<file path="src/rtl/decode_core.sv">
// MIPS-I instruction decode stage: control decoding, branch/jump target generation
// and a 32x32 register file with three read ports, one write port and write-through.
module decode_core (
   input  logic        CLK,
   input  logic        RESET,
   input  logic [31:0] Instr,
   input  logic [31:0] PC_Plus4,
   input  logic [31:0] JrValue,
   input  logic [4:0]  WriteReg,
   input  logic [31:0] WriteData,
   input  logic        Write,
   output logic [31:0] DataA,
   output logic [31:0] DataB,
   output logic [31:0] DataC,
   output logic [4:0]  WriteRegister,
   output logic [31:0] AltPC,
   output logic        Link,
   output logic        RegDest,
   output logic        Jump,
   output logic        Branch,
   output logic        MemRead,
   output logic        MemWrite,
   output logic        ALUSrc,
   output logic        RegWrite,
   output logic        JumpRegister,
   output logic        SignOrZero,
   output logic        Syscall,
   output logic [5:0]  ALUControl
);

   localparam logic [5:0] OP_RTYPE = 6'b000000;
   localparam logic [5:0] OP_J     = 6'b000010;
   localparam logic [5:0] OP_JAL   = 6'b000011;
   localparam logic [5:0] OP_BEQ   = 6'b000100;
   localparam logic [5:0] OP_BNE   = 6'b000101;
   localparam logic [5:0] OP_ADDIU = 6'b001001;
   localparam logic [5:0] OP_SLTI  = 6'b001010;
   localparam logic [5:0] OP_SLTIU = 6'b001011;
   localparam logic [5:0] OP_ANDI  = 6'b001100;
   localparam logic [5:0] OP_ORI   = 6'b001101;
   localparam logic [5:0] OP_XORI  = 6'b001110;
   localparam logic [5:0] OP_LUI   = 6'b001111;
   localparam logic [5:0] OP_LW    = 6'b100011;
   localparam logic [5:0] OP_SW    = 6'b101011;
   localparam logic [5:0] OP_LL    = 6'b110000;
   localparam logic [5:0] OP_SC    = 6'b111000;

   localparam logic [5:0] FN_SLL     = 6'b000000;
   localparam logic [5:0] FN_SRL     = 6'b000010;
   localparam logic [5:0] FN_SRA     = 6'b000011;
   localparam logic [5:0] FN_JR      = 6'b001000;
   localparam logic [5:0] FN_JALR    = 6'b001001;
   localparam logic [5:0] FN_SYSCALL = 6'b001100;
   localparam logic [5:0] FN_ADDU    = 6'b100001;
   localparam logic [5:0] FN_SUBU    = 6'b100011;
   localparam logic [5:0] FN_AND     = 6'b100100;
   localparam logic [5:0] FN_OR      = 6'b100101;
   localparam logic [5:0] FN_XOR     = 6'b100110;
   localparam logic [5:0] FN_NOR     = 6'b100111;
   localparam logic [5:0] FN_SLT     = 6'b101010;
   localparam logic [5:0] FN_SLTU    = 6'b101011;

   localparam logic [5:0] ALU_LL = 6'b101000;
   localparam logic [5:0] ALU_SC = 6'b110110;

   logic [5:0]  opcode;
   logic [5:0]  funct;
   logic [4:0]  rs;
   logic [4:0]  rt;
   logic [4:0]  rd;
   logic [15:0] imm;
   logic [31:0] regFile_q [32];
   logic        writeActive;
   logic [31:0] branchTarget;
   logic [31:0] jumpTarget;

   assign opcode = Instr[31:26];
   assign rs     = Instr[25:21];
   assign rt     = Instr[20:16];
   assign rd     = Instr[15:11];
   assign imm    = Instr[15:0];
   assign funct  = Instr[5:0];

   // Writes are suppressed while reset is held so the read bypass also sees a cleared file.
   assign writeActive = RESET && Write && (WriteReg != 5'd0);

   always_ff @(posedge CLK or negedge RESET) begin
      if (!RESET) begin
         for (int i = 0; i < 32; i++) begin
            regFile_q[i] <= '0;
         end
      end else if (writeActive) begin
         regFile_q[WriteReg] <= WriteData;
      end
   end

   assign DataA = (rs == 5'd0) ? 32'd0 :
                  (writeActive && (WriteReg == rs)) ? WriteData : regFile_q[rs];
   assign DataB = (rt == 5'd0) ? 32'd0 :
                  (writeActive && (WriteReg == rt)) ? WriteData : regFile_q[rt];
   assign DataC = (WriteRegister == 5'd0) ? 32'd0 :
                  (writeActive && (WriteReg == WriteRegister)) ? WriteData : regFile_q[WriteRegister];

   always_comb begin
      Link         = 1'b0;
      RegDest      = 1'b0;
      Jump         = 1'b0;
      Branch       = 1'b0;
      MemRead      = 1'b0;
      MemWrite     = 1'b0;
      ALUSrc       = 1'b0;
      RegWrite     = 1'b0;
      JumpRegister = 1'b0;
      SignOrZero   = 1'b0;
      Syscall      = 1'b0;
      ALUControl   = 6'b000000;
      case (opcode)
         OP_RTYPE: begin
            case (funct)
               FN_ADDU, FN_SUBU, FN_AND, FN_OR, FN_XOR, FN_NOR,
               FN_SLT, FN_SLTU, FN_SLL, FN_SRL, FN_SRA: begin
                  RegDest    = 1'b1;
                  RegWrite   = 1'b1;
                  ALUControl = funct;
               end
               FN_JR: begin
                  Jump         = 1'b1;
                  JumpRegister = 1'b1;
                  ALUControl   = FN_JR;
               end
               FN_JALR: begin
                  Jump         = 1'b1;
                  JumpRegister = 1'b1;
                  Link         = 1'b1;
                  RegDest      = 1'b1;
                  RegWrite     = 1'b1;
                  ALUControl   = FN_ADDU;
               end
               FN_SYSCALL: begin
                  Syscall    = 1'b1;
                  ALUControl = FN_SYSCALL;
               end
               default: ;
            endcase
         end
         OP_ADDIU, OP_SLTI, OP_SLTIU: begin
            ALUSrc     = 1'b1;
            RegWrite   = 1'b1;
            SignOrZero = 1'b1;
            ALUControl = (opcode == OP_ADDIU) ? FN_ADDU :
                         (opcode == OP_SLTI)  ? FN_SLT  : FN_SLTU;
         end
         // Logical immediates zero-extend; LUI keeps its own opcode as the ALU code.
         OP_ANDI, OP_ORI, OP_XORI, OP_LUI: begin
            ALUSrc     = 1'b1;
            RegWrite   = 1'b1;
            ALUControl = (opcode == OP_ANDI) ? FN_AND :
                         (opcode == OP_ORI)  ? FN_OR  :
                         (opcode == OP_XORI) ? FN_XOR : OP_LUI;
         end
         OP_LW, OP_LL: begin
            MemRead    = 1'b1;
            RegWrite   = 1'b1;
            ALUSrc     = 1'b1;
            SignOrZero = 1'b1;
            ALUControl = (opcode == OP_LW) ? FN_ADDU : ALU_LL;
         end
         OP_SW: begin
            MemWrite   = 1'b1;
            ALUSrc     = 1'b1;
            SignOrZero = 1'b1;
            ALUControl = FN_ADDU;
         end
         OP_SC: begin
            MemWrite   = 1'b1;
            RegWrite   = 1'b1;
            ALUSrc     = 1'b1;
            SignOrZero = 1'b1;
            ALUControl = ALU_SC;
         end
         OP_BEQ, OP_BNE: begin
            Branch     = 1'b1;
            ALUControl = opcode;
         end
         OP_J: begin
            Jump = 1'b1;
         end
         OP_JAL: begin
            Jump       = 1'b1;
            Link       = 1'b1;
            RegWrite   = 1'b1;
            ALUControl = FN_ADDU;
         end
         default: ;
      endcase
   end

   assign WriteRegister = RegDest ? rd : (Link ? 5'd31 : rt);

   assign branchTarget = PC_Plus4 + {{14{imm[15]}}, imm, 2'b00};
   assign jumpTarget   = {PC_Plus4[31:28], Instr[25:0], 2'b00};
   assign AltPC        = JumpRegister ? JrValue : (Jump ? jumpTarget : branchTarget);

endmodule

</file>
<file path="config.mk">
export PLATFORM = sky130hd
export DESIGN_NAME = decode_core
export DESIGN_NICKNAME = d
export VERILOG_FILES = /design/src/rtl/decode_core.sv
export SDC_FILE = /design/constraint.sdc
export NUM_CORES = 2
export LEC_CHECK = 0
export BUFFER_PORTS_ARGS = -buffer_cell sky130_fd_sc_hd__buf_2
export CAP_MARGIN = 5
export CELL_PAD_IN_SITES_DETAIL_PLACEMENT = 0
export CELL_PAD_IN_SITES_GLOBAL_PLACEMENT = 1
export CORE_ASPECT_RATIO = 1.75
export CORE_MARGIN = 5
export CORE_UTILIZATION = 52
export DETAILED_ROUTE_END_ITERATION = 6
export MAX_ROUTING_LAYER = met4
export PLACE_DENSITY = 0.85
export SLEW_MARGIN = 20
export SYNTH_ARGS = -nofsm -noshare
export SYNTH_HDL_FRONTEND = slang
export SYNTH_SLANG_ARGS = --single-unit
</file>
<file path="constraint.sdc">
create_clock -name CLK -period 3.6 [get_ports CLK]
set_input_delay 0.18 -clock CLK [delete_from_list [all_inputs] [get_ports CLK]]
set_output_delay 0.18 -clock CLK [all_outputs]
set_load 0.01 [all_outputs]
</file>
==> metrics.txt <==
All-Layer GR Usage 0.365; Worst Path Max Fanout 34; filler instances 10,100; Data arrival, critical path 3350 ps; routed vias between 50,000 and 60,000; Synth top area share 0.385; utilization after layout 0.594; Worst Hold Endpoint regFile_q[483]; # IOs 286; Final Slew Violations 0; Synth Flop Type dfrtp_1; Die W 280 um; Synth top cells by count dfrtp_1, mux2_2, nand2_1, mux4_2, clkbuf_1; # placed instances between 7,000 and 8,000; input/output buffers roughly 290; crit end category primary output; Nets 5,928; Yosys cell types 69; cell count of the worst reg-to-reg path 1; CTS Buffer Depth 3; layout cell share with drive strength beyond 1 0.422; DR iter-0 viols 6,814; Final Cell Area between 70,000 and 80,000 um2; Hold Fails Final Rpt 0; power density over the cells 447 nW/um2; largest net degree at the start of global routing 178; mean post-synth cell area around 12 um2; clk sink count 1,024; die area roughly 140,000 um2; number of flip-flops in the largest register 1,024; fin cells 7,510; die height 483 um; first-pass GRT wire length 361,000 um; crit start category input port; minimum clock period after layout 3530 ps; synth top area cells dfrtp_1, mux4_2, mux2_2, nand2_1, clkbuf_1; status finished with violations; Residual DRC 10; WS Path Type input port to primary output; #FFs+latches synth 1,024; routed len/inst about 33 um; fin crit share 0.981; number of synthesized flops with an enable pin 0; drt first pass iters 7; Area Overhead vs Synth 13.4%; violations in the final reports DRC; clock root buffer clkbuf_16; CP required 3420 ps; Syn Nets roughly 6,000; total chip power 33.7 mW; Vias/cell 7.21; initial antenna violation count 9; Worst-path clk slew 70 ps; worst skew pair latency 710 ps; top flop regs regFile_q (1024); Reg-to-Reg Start regFile_q[935]; Synth area leader dfrtp_1; HP Class input port to register; mapped cell area about 66,000 um2; RSZ-0062 raised after global routing yes; cts bufs inserted 94; Peak Freq 283 MHz; max_cap viols 0; Core ar. 127,000 um2; CTS H-Tree Depth 3; post-synthesis sequential area ratio 0.385; hold_sp WriteData[3]; Final ANT Viol Nets 0; Setup TNS 0 ps; Hold Crit Depth 2; LEAKAGE 32.7 nW; clock skew 0 ps; worst-margin pin slew 1210 ps; Mapped Cells 5,669; Final setup viols 0; total global routing overflow 0; vias in the first global route 54,500; Crit Reg-Reg Endpoint regFile_q[935]; Synthesis Warnings 0; CTS tree yes; Top reg by flops regFile_q; ys async rst share 1.00; worst reg2reg setup slack 2750 ps; Max VDD drop 0.374 mV; row cnt 173; most frequent cell after synthesis dfrtp_1; RD Place Congestion between 0.9 and 1; DPL Wire Length 153,000 um; relative slew slack 0.188; Post-Route WL roughly 250,000 um; placed standard-cell area approximately 72,000 um2; Initial Utilization 0.523
[per-stage QoR]
stage	hold slack (ps)	setup WS, ps
4_1_cts	69.3	3.10
2_1_floorplan	-116	633
3_3_place_gp	392	-60.2
5_1_grt	135	-43.7
6_report	121	67.2
3_5_place_dp	403	-90.8
[final cells by class]
cell class / instances / area, um2 / area share
diodes: 9 / 22.5 / 0.000299
clock buffers: 135 / 2810 / 0.0373
well taps: 1662 / 2080 / 0.0276
repair buffers: 624 / 5540 / 0.0735
inverters: 24 / 119 / 0.00158
multi-input cells: 3994 / 38700 / 0.513
clock inverters: 38 / 549 / 0.00728
flip-flops and latches: 1024 / 25600 / 0.340
[what timing repair did]
| action | in CTS | in global routing |
|---|---|---|
| pin swaps | 0 | 15 |
| cloned | 0 | 3 |
| setup endpoints to repair | 4 | 32 |
| resized for setup | 4 | 22 |
| hold endpoints to repair | 375 | 0 |
| setup buffers | 0 | 27 |
| hold buffers | 1 | 0 |
[critical path, cell delays in order]
cell and delay [ps]:
buf_2 150, nor3b_1 150, a211o_1 280, a211o_4 350
buf_12 150, mux2i_4 260, buf_12 190, clkinv_16 90
buf_4 160, buf_12 170, buf_4 180, nand2_1 60
and3_1 140, a31oi_1 40, o2111ai_1 250, nand3_1 100
a22o_1 250, buf_2 140
[worst max path at each step]
| stage | start | endpoint | slack, ps | cells after the start |
|---|---|---|---|---|
| after floorplan | Instr[30] | DataC[30] | 630 | 15 |
| after global placement | Instr[5] | DataC[30] | -60 | 17 |
| after detailed placement | Instr[5] | DataC[30] | -90 | 17 |
| after CTS | Instr[3] | AltPC[31] | 3 | 13 |
| after global routing | Instr[5] | DataC[29] | -40 | 18 |
| final | Instr[5] | DataC[14] | 70 | 18 |
[placed cells by master (no fill, tap or decap), types with 40 or more instances in the layout]
| cell type | instances |
|---|---|
| a31oi_1 | 140 |
| o21ai_0 | 40 |
| a21oi_1 | 66 |
| dfrtp_1 | 1024 |
| nand2_1 | 950 |
| buf_2 | 274 |
| o2111ai_1 | 63 |
| mux2i_1 | 138 |
| nand3_1 | 300 |
| buf_4 | 221 |
| and3_1 | 71 |
| a211oi_1 | 100 |
| clkbuf_16 | 100 |
| a32oi_1 | 63 |
| mux2_2 | 992 |
| mux4_2 | 620 |
| nor2_1 | 121 |
| buf_12 | 110 |
[routing by layer]
| layer | track usage | part of all wire |
|---|---|---|
| met1 | 0.437 | 0.34 |
| met2 | 0.554 | 0.46 |
| met3 | 0.0944 | 0.12 |
| met4 | 0.229 | 0.083 |
| met5 | - | 0 |
[kinds of logic (layout without fill, tap and decap cells)]
kind of cell	count (synthesis)	in the layout	synth area share
adder cells (fa/ha/maj)	30	30	0.00576
multiplexers	1755	1755	0.400
AO/OA/AOI/OAI	570	570	0.0612
other	0	9	0
flip-flops	1024	1024	0.385
buffers and inverters	651	821	0.0391
XOR/XNOR	39	39	0.00514
AND/OR/NAND/NOR	1600	1600	0.103
[report_power, final]
group / total, mW / internal, mW / switching (mW)
clock network: 11.1 / 6.37 / 4.76
registers: 14.5 / 13.0 / 1.56
logic: 8.03 / 4.21 / 3.82
total: 33.7 / 23.6 / 10.1
Note: power is estimated with default switching activity, not from simulation.
